==> src/rtl/vga_sync_gen.sv <==
// VGA timing generator (640x480@60 by default): pixel divider, x/y counters, and registered, blanked colour and syncs.
// Optional feature macro VGA_TEST_PATTERN_EN adds a test_mode input that shows eight vertical colour bars.
module vga_sync_gen #(
  parameter int CLK_DIV  = 4,
  parameter int H_ACTIVE = 640,
  parameter int H_FP     = 16,
  parameter int H_SYNC   = 96,
  parameter int H_BP     = 48,
  parameter int V_ACTIVE = 480,
  parameter int V_FP     = 10,
  parameter int V_SYNC   = 2,
  parameter int V_BP     = 33,
  parameter int SYNC_POL = 0
) (
  input  logic       clk,
  input  logic       rst,
  output logic [9:0] x,
  output logic [9:0] y,
  output logic       pix_tick,
  output logic       video_on,
  output logic       frame_start,
  input  logic [2:0] rgb_in,
`ifdef VGA_TEST_PATTERN_EN
  input  logic       test_mode,
`endif
  output logic       hsync,
  output logic       vsync,
  output logic [2:0] rgb_out
);

  localparam int   H_TOTAL  = H_ACTIVE + H_FP + H_SYNC + H_BP;
  localparam int   V_TOTAL  = V_ACTIVE + V_FP + V_SYNC + V_BP;
  localparam int   HS_START = H_ACTIVE + H_FP;
  localparam int   VS_START = V_ACTIVE + V_FP;
  localparam logic SYNC_ON  = (SYNC_POL != 0);

  if (H_TOTAL > 1024 || V_TOTAL > 1024) begin : g_size_chk
    $error("vga_sync_gen: H_TOTAL and V_TOTAL must fit 10-bit counters");
  end
  if (CLK_DIV < 1 || CLK_DIV > 16) begin : g_div_chk
    $error("vga_sync_gen: CLK_DIV must be in 1..16");
  end

  function automatic logic in_window(input logic [9:0] v, input int lo, input int hi);
    return (int'(v) >= lo) && (int'(v) < hi);
  endfunction

  function automatic logic sync_level(input logic active);
    return active ? SYNC_ON : ~SYNC_ON;
  endfunction

  // ---- stage p0: pixel-rate divider ----
  logic [3:0] div_cnt_p0;
  logic       tick_p0;

  assign tick_p0 = (div_cnt_p0 == 4'(CLK_DIV - 1));

  always_ff @(posedge clk or posedge rst) begin
    if (rst)          div_cnt_p0 <= '0;
    else if (tick_p0) div_cnt_p0 <= '0;
    else              div_cnt_p0 <= div_cnt_p0 + 4'd1;
  end

  // ---- stage p1: pixel coordinates, held for the whole pixel period ----
  logic x_last, y_last;

  assign x_last = (x == 10'(H_TOTAL - 1));
  assign y_last = (y == 10'(V_TOTAL - 1));

  always_ff @(posedge clk or posedge rst) begin
    if (rst) begin
      x           <= '0;
      y           <= '0;
      pix_tick    <= 1'b0;
      frame_start <= 1'b0;
    end else begin
      pix_tick    <= tick_p0;
      frame_start <= tick_p0 && x_last && y_last;
      if (tick_p0) begin
        if (x_last) begin
          x <= '0;
          y <= y_last ? '0 : y + 10'd1;
        end else begin
          x <= x + 10'd1;
        end
      end
    end
  end

  // Held low while in reset so the blanking flag reads inactive until timing starts.
  assign video_on = !rst && in_window(x, 0, H_ACTIVE) && in_window(y, 0, V_ACTIVE);

  logic [2:0] pix_rgb_p1;
`ifdef VGA_TEST_PATTERN_EN
  logic [2:0] bar_p1;

  // Bar index x/80 from comparisons against the bar boundaries.
  always_comb begin
    bar_p1 = 3'd0;
    for (int i = 1; i < 8; i++) begin
      if (int'(x) >= i * 80) bar_p1 = 3'(i);
    end
  end

  assign pix_rgb_p1 = test_mode ? bar_p1 : rgb_in;
`else
  assign pix_rgb_p1 = rgb_in;
`endif

  // ---- stage p2: connector outputs, one pixel behind x/y ----
  logic       hsync_p2, vsync_p2;
  logic [2:0] rgb_p2;

  always_ff @(posedge clk or posedge rst) begin
    if (rst) begin
      hsync_p2 <= ~SYNC_ON;
      vsync_p2 <= ~SYNC_ON;
      rgb_p2   <= 3'b000;
    end else if (tick_p0) begin
      hsync_p2 <= sync_level(in_window(x, HS_START, HS_START + H_SYNC));
      vsync_p2 <= sync_level(in_window(y, VS_START, VS_START + V_SYNC));
      rgb_p2   <= video_on ? pix_rgb_p1 : 3'b000;
    end
  end

  assign hsync   = hsync_p2;
  assign vsync   = vsync_p2;
  assign rgb_out = rgb_p2;

endmodule

==> config.mk <==
export PLATFORM = sky130hd
export DESIGN_NAME = vga_sync_gen
export DESIGN_NICKNAME = d
export VERILOG_FILES = /design/src/rtl/vga_sync_gen.sv
export SDC_FILE = /design/constraint.sdc
export NUM_CORES = 1
export LEC_CHECK = 0
export BUFFER_PORTS_ARGS = -buffer_cell sky130_fd_sc_hd__buf_2
export CAP_MARGIN = 5
export CORE_MARGIN = 2
export CORE_UTILIZATION = 30
export DETAILED_ROUTE_END_ITERATION = 8
export PLACE_DENSITY = 0.47
export SYNTH_ARGS = -nofsm -noshare
export SYNTH_HDL_FRONTEND = slang
export SYNTH_SLANG_ARGS = --single-unit
==> constraint.sdc <==
create_clock -name clk -period 2.1 [get_ports clk]
set_input_delay 0.105 -clock clk [delete_from_list [all_inputs] [get_ports clk]]
set_output_delay 0.105 -clock clk [all_outputs]
set_load 0.01 [all_outputs]
# Word-level counts from Yosys, hierarchy flattened

Cells that the tools add are included.

Bits of input ports: 5
Bits in registers: 31
Output and inout port bits: 28
Word-level logic and storage cells: 34

Multiplexer cells: 6
Equal/unequal tests: 3
$lt $le $gt $ge: 6
$add $sub $neg: 3
Reductions and logical operators: 8

Operators with widths:

| kind                    | count |
|---|---|
| $add A10 B1 Y10 const B | 2 |
| $eq A10 B10 Y1 const B  | 2 |
| $lt A10 B10 Y1 const B  | 2 |
| $lt A10 B9 Y1 const B   | 2 |
| $mux W10                | 2 |
| $ge A10 B10 Y1 const B  | 1 |
| $ge A10 B9 Y1 const B   | 1 |
| $logic_and A1 B1 Y1     | 6 |
| $add A4 B1 Y4 const B   | 1 |
| $eq A4 B2 Y1 const B    | 1 |
| $mux W4                 | 1 |
| $mux W3                 | 1 |
| $mux W1                 | 2 |
| $reduce_and A2 Y1       | 1 |
| $logic_not A1 Y1        | 1 |

# Depth between registers and ports, before layout

Gate-level depths: netlist of run 1.

Word-level depth: 4
Gate-level depth with buffers: 8
Mapped depth without buffers: 6

# Worst setup path before layout of run 1

No wires, ideal clock.

Kind: reg-to-reg
From: register div_cnt_p0[0]
To: register y[9]
Arrival: 1.751 ns
Library setup time: 0.077 ns
Period minus slack after synthesis: 1.829 ns
Setup slack: 0.271 ns
Buffers on the path: 0
Required time: 2.023 ns
Cell stages (with the launch flop): 7
Cells stage by stage: dfrtp_1 ha_1 or3b_4 clkinv_2 nand4b_4 or4_1 a21oi_1

Cells in the longest elaborated chain, start to end: 2

RTL lines:

| element                            | RTL line | text |
|---|---|---|
| from (decl)                        | 53       | `logic [3:0] div_cnt_p0;` |
| from (signal assigned)             | 61       | `else div_cnt_p0 <= div_cnt_p0 + 4'd1;` |
| $eq A4 B2 Y1                       | 56       | `assign tick_p0 = (div_cnt_p0 == 4'(CLK_DIV - 1));` |
| $reduce_and A2 Y1 (no source line) | n/a      |  |
| to (signal assigned)               | 82       | `y <= y_last ? '0 : y + 10'd1;` |
| to (decl)                          | 18       | `output logic [9:0] y,` |

No other way between the ends.
A chain may end at the register's enable or synchronous reset.

# Worst setup path after layout of run 1

Same ends and word-level chain as after synthesis.

==> results by group, run 1 <==
Outcome
  – Outcome: finished, final reports clean

Power and ir drop
  – Worst VDD drop: 208 uV
  – PD cells: 581 nW/um^2
  – Static leakage: ~0.0009 uW

Placed design
  – # port buffers: 32
  – Placer Congestion: about 0.83
  – Placed cell count: about 250
  – Hpwl dp: roughly 2500 um
  – Pre-CTS WS: roughly 180 ps

Yosys
  – Synth cell types: 34
  – Register area share after synthesis: between 50% and 60%
  – Syn_nets: 155
  – Cell count after synthesis: around 150
  – Ys Warns: 0
  – Syn Area/Cell: slightly above 10 sq um
  – Yosys reg bits: 31
  – Synthesized cell area: between 1000 and 1500 sq um

Timing
  – Tcrit/Tclk final: 91.9%
  – Setup tns final: 0 ps
  – Final WS setup: 170 ps
  – Tmin final: 1930 ps
  – # setup viols final: 0
  – Fin. max-slew vios: 0
  – Least-Margin Pin Slew: 527 ps
  – Fmax: between 500 and 600 MHz
  – RSZ-0062 raised after global routing: no
  – Slew HR: 64.8%
  – Final Hold Viols: 0
  – Final Skew: around 9.2 ps

Clock tree
  – CTS root buf: clkbuf_8
  – Clock sink count: 31
  – CTS tree: yes
  – Post-CTS Resized: 0
  – H-tree depth: 2
  – Clock transition at path regs: roughly 70 ps
  – CTS max path bufs: 2
  – CTS buffer count: 5
  – Post-CTS Setup Bufs: 0
  – Worst-skew pair later-pin latency: between 200 and 300 ps

Floorplanning
  – Die Area: 5540 sq um
  – Number of I/O pins: 33
  – Core area: 4750 sq um
  – Initial Util: between 30% and 40%
  – Die Wd: 74.4 um
  – Rows: 25
  – Die H: approximately 74 um

Final layout
  – Final Net Count: a little under 200
  – # diodes: 0
  – Non-filler instance count after layout: roughly 260
  – Most common cell after layout, fill and taps aside: buf_2
  – Share of cells above drive strength 1: between 20 and 30%
  – Fill count: approximately 500
  – Core Util, Final: between 30 and 40%
  – Most frequent cells in the layout: buf_2, dfrtp_1, nand2_1, nor2_1
  – Area Growth Syn to Fin: 25.0%

Hold path
  – Worst Hold Class: input pin to flop

Drt
  – Pre-antenna DRT Iters: 4
  – WL final: 3420 um
  – Initial DRC count: 57
  – DR vias: roughly 1200
  – Post-route ant nets: 0
  – Vias/cell: ~4.8
  – DRC errors left: 0
  – Routed length per instance: about 13 um

Worst setup path
  – Setup Crit Path Kind: flop to flop
  – WP data arrival: about 2200 ps
  – CP Launch Type: flop
  – CP Capture Type: flop
  – WP data required: approximately 2300 ps
  – Max FO, Critical Path: 6

GRT
  – First-pass GRT wire length: 5730 um
  – Overflow after GRT: 0
  – Gr usage total: approximately 14%
  – Maximum number of pins on one net before global-route repair: 15
  – Initial antenna violation count: 0
  – Vias in the first global route: ~1200

Flow run
  – Max-Cap Viols: 0
## critical path, stage by stage, from the launching register on
cell	delay (ps)
dfrtp_1	370
ha_1	180
or3b_4	420
clkinv_2	120
nand4b_4	120
or4_1	510
a21oi_1	140
## stage by stage
step                hold slack, ps  cell area (sq um)  power (uW)
CTS                           34.7               1860        1100
global route                  37.6               1860        1130
floorplan                      207               1490         627
finish                        47.8               1860        1080
global placement               180               1770         642
detailed placement             178               1770         642
## cell families after synthesis
logic type | share of synthesized area, %
buffers and inverters | 3.45
XOR/XNOR | 6.48
flip-flops | 52.3
multiplexers | 0.673
AO/OA/AOI/OAI | 9.42
AND/OR/NAND/NOR | 23.5
adder cells (fa/ha/maj) | 4.21
## worst paths after layout
kind | startpoint | slack, ps | cells past startpoint | to
worst max register to register | div_cnt_p0[0] | 170 | 6 | y[9]
worst max-delay path | div_cnt_p0[0] | 170 | 6 | y[9]
min in group asynchronous | rst | 420 | 3 | y[9]
max in group asynchronous | rst | 1090 | 4 | hsync
worst min-delay path | rgb_in[1] | 50 | 2 | rgb_out[1]
worst min register to register | div_cnt_p0[0] | 460 | 1 | div_cnt_p0[0]
## report_power, final
part	switching (uW)	internal (uW)
Clock	217	232
Combinational	18.2	11.9
Sequential	1.43	600
Total	236	844
## layout make-up
type / instances / area [sq um] / share of cell area, %
multi-input cells: 102 / 658 / 35.4
clock inverters: 1 / 5.00 / 0.269
inverters: 7 / 27.5 / 1.48
well taps: 67 / 83.8 / 4.51
flip-flops and latches: 31 / 778 / 41.9
repair buffers: 41 / 230 / 12.4
clock buffers: 7 / 76.3 / 4.10
## flip-flops by register name, summed over array words and instances (netlist names)
signal / flops
y: 10
vsync: 1
frame_start: 1
pix_tick: 1
x: 10
hsync: 1
rgb_out: 3
div_cnt_p0: 4
## synthesized netlist by cell type (all sizes together)
cell type  instances  area [sq um]
dfrtp             29           726
nand2             15          56.3
nor2              12          45.0
o21ai              9          45.0
nand4              8          50.1
nand3              7          35.0
xor2               7          61.3
inv                6          22.5
ha                 5          62.6
a21oi              4          20.0
nor3               4          20.0
xnor2              4          35.0
a22o               3          26.3
a31oi              3          18.8
clkbuf             3          11.3
o31ai              3          22.5
or4                3          26.3
and2               2          12.5
and3               2          12.5
and4b              2          20.0
buf                2          12.5
dfstp              2          52.6
nor4               2          12.5
and4               1          8.76
clkinv             1          5.00
mux2i              1          10.0
nand2b             1          6.26
nand4b             1          23.8
nor4b              1          8.76
o211ai             1          7.51
or3b               1          11.3
## metal layers
layer	vias to the layer above	share of wire [%]	wire [um]	track usage (%)
met5	-	0	0	0
met4	0	1.1	36	7.14
met3	4	4.0	136	4.61
met2	25	46	1570	20.4
met1	594	49	1680	18.4
li1	601	-	-	-
## timing repair
action	in CTS	in global routing
hold buffers	1	0
endpoints found under the hold margin	11	0
setup endpoints to repair	0	0
Note: power is estimated with default switching activity, not from simulation.
==> run 2, diff against run 1 <==
- clock period: 2.1 -> 2.25 ns (I/O delays scaled with it)
==> results by group, run 2 (synthesized netlist as in run 1, its figures left out) <==
Timing
  – Least-Margin Pin Slew: 598 ps (+70.7 ps)
  – # setup viols final: 0 (unchanged)
  – Tcrit/Tclk final: 91.0% (-0.95 points)
  – RSZ-0062 raised after global routing: no
  – Final Skew: 4.96 ps (-4.22 ps)
  – Setup tns final: 0 ps (unchanged)
  – Final Hold Viols: 0 (unchanged)
  – Tmin final: 2050 ps (+116 ps)
  – Fmax: 489 MHz (-5.7%)
  – Fin. max-slew vios: 0 (unchanged)
  – Slew HR: 60.1% (-4.7 points)

Drt
  – Post-route ant nets: 0 (unchanged)
  – Routed length per instance: 13.2 um (-0.92%)
  – Pre-antenna DRT Iters: 5 (+1)
  – WL final: 3310 um (-3.2%)
  – DRC errors left: 0 (unchanged)
  – Initial DRC count: 120 (+110%)
  – DR vias: 1215 (-0.74%)
  – Vias/cell: 4.86 (+1.6%)

Final layout
  – Share of cells above drive strength 1: 25.1% (-2.4 points)
  – Most frequent cells in the layout: buf_2, dfrtp_1, nand2_1, nor2_1
  – # diodes: 0 (unchanged)
  – Most common cell after layout, fill and taps aside: buf_2
  – Largest registers: x: 10 flops, y: 10 flops, div_cnt_p0: 4 flops
  – Area Growth Syn to Fin: 22.1%
  – Non-filler instance count after layout: 250 (-2.3%)
  – Final Net Count: 193 (-2.5%)

Placed design
  – Placed cell count: 242 (-2.0%)
  – Placer Congestion: 0.906 (+9.2%)
  – Hpwl dp: 2390 um (-5.1%)
  – # port buffers: 32 (unchanged)

Hold path
  – Worst hold path depth: 2 (unchanged)
  – Worst Hold Class: input pin to flop

Worst setup path
  – Worst path slowest cell: or4_1
  – WP data required: 2460 ps (+140 ps)
  – CP Capture Type: flop
  – Setup Crit Path Kind: flop to flop
  – CP Cell Sequence: ha_1 -> or3b_4 -> clkinv_2 -> nand4b_4 -> or4_1 -> a21oi_1
  – Cells on worst reg2reg path: 6 (unchanged)
  – WP data arrival: 2250 ps (+100 ps)
  – Critical Path Max Stage Delay: 530 ps (+20 ps)
  – Max FO, Critical Path: 12 (+6)
  – CP Launch Type: flop

Flow run
  – Max-Cap Viols: 0 (unchanged)

Floorplanning
  – Die Wd: 74.4 um (unchanged)
  – Die Area: 5540 sq um (unchanged)
  – Number of I/O pins: 33 (unchanged)
  – Core area: 4750 sq um (unchanged)
  – Die H: 74.4 um (unchanged)
  – Initial Util: 31.3% (unchanged)
  – Rows: 25 (unchanged)

GRT
  – First-pass GRT wire length: 5550 um (-3.0%)
  – Gr usage total: 13.4% (-0.56 points)
  – Overflow after GRT: 0 (unchanged)
  – Maximum number of pins on one net before global-route repair: 17 (+2)
  – Initial antenna violation count: 0 (unchanged)
  – Vias in the first global route: 1098 (-5.8%)

Clock tree
  – CTS max path bufs: 2 (unchanged)
  – Worst-skew pair later-pin latency: 270 ps (about the same)
  – Clock sink count: 31 (unchanged)
  – H-tree depth: 2 (unchanged)
  – CTS buffer count: 5 (unchanged)
  – Clock transition at path regs: 60 ps (about the same)
  – CTS root buf: clkbuf_8
  – CTS tree: yes

Power and ir drop
  – Worst VDD drop: 195 uV (-5.9%)
  – Static leakage: 0.000880 uW (-3.1%)
  – Tot Pwr: 988 uW (-8.5%)
  – PD cells: 544 nW/um^2 (-6.4%)

Outcome
  – Outcome: finished, final reports clean
run 2: changes by cell type in the layout (fill, tap and decap cells not counted):
cell and delta:
clkinv_2 -1, buf_4 -5
run 2: power breakdown:
| part | total (uW) | leakage (uW) | internal [uW] | switching, uW |
|---|---|---|---|---|
| Clock | 400 | 0.0000383 | 212 | 188 |
| Combinational | 26.5 | 0.000433 | 9.91 | 16.6 |
| Sequential | 562 | 0.000409 | 561 | 1.44 |
| Total | 988 | 0.000880 | 783 | 206 |
run 2: critical path: cells and delay by family (launching register included):
kind,cells,cell delay (ps)
adders and majority gates,1,190
AOI/OAI and AO/OA,1,140
buffers and inverters,1,110
DFF,1,370
and+or+nand+nor,3,1160
run 2: what timing repair did:
| action | CTS | global route |
|---|---|---|
| setup buffers | 0 | 0 |
| hold buffers | 1 | 0 |
| resized for setup | 0 | 0 |
| endpoints found under the setup margin | 0 | 0 |
| hold endpoints to repair | 14 | 0 |
run 2: metal layers:
layer  up-vias  GRT usage, %  part of all wire, %
met3         7          4.47                  6.0
li1        591             -                    -
met1       577          18.8                   49
met5         -             0                    0
met2        40          19.2                   44
met4         0          4.76                  1.4
run 2: worst paths after layout:
check / from / to / slack (ps)
setup / recovery: div_cnt_p0[0] / y[9] / 200
hold / removal: rgb_in[2] / rgb_out[2] / 60
setup reg to reg: div_cnt_p0[0] / y[9] / 200
hold reg to reg: div_cnt_p0[0] / div_cnt_p0[0] / 470
max in group asynchronous: rst / vsync / 1080
min in group asynchronous: rst / x[9] / 460
run 2: final cells by class:
class | count | area [sq um]
fillers | 499 | 2940
repair buffers | 36 | 193
inverters | 7 | 27.5
multi-input cells | 102 | 658
clock buffers | 7 | 76.3
flip-flops and latches | 31 | 778
well taps | 67 | 83.8
run 2: per-stage QoR:
| stage | hold WS (ps) | util (%) | setup slack [ps] | cell area (sq um) |
|---|---|---|---|---|
| after floorplan | 215 | - | 421 | 1490 |
| after global placement | 222 | 36.4 | 247 | 1730 |
| after detailed placement | 230 | 36.4 | 200 | 1730 |
| after CTS | 51.0 | 38.2 | 188 | 1820 |
| after global routing | 60.2 | 38.2 | 92.8 | 1820 |
| final | 58.5 | 38.2 | 203 | 1820 |
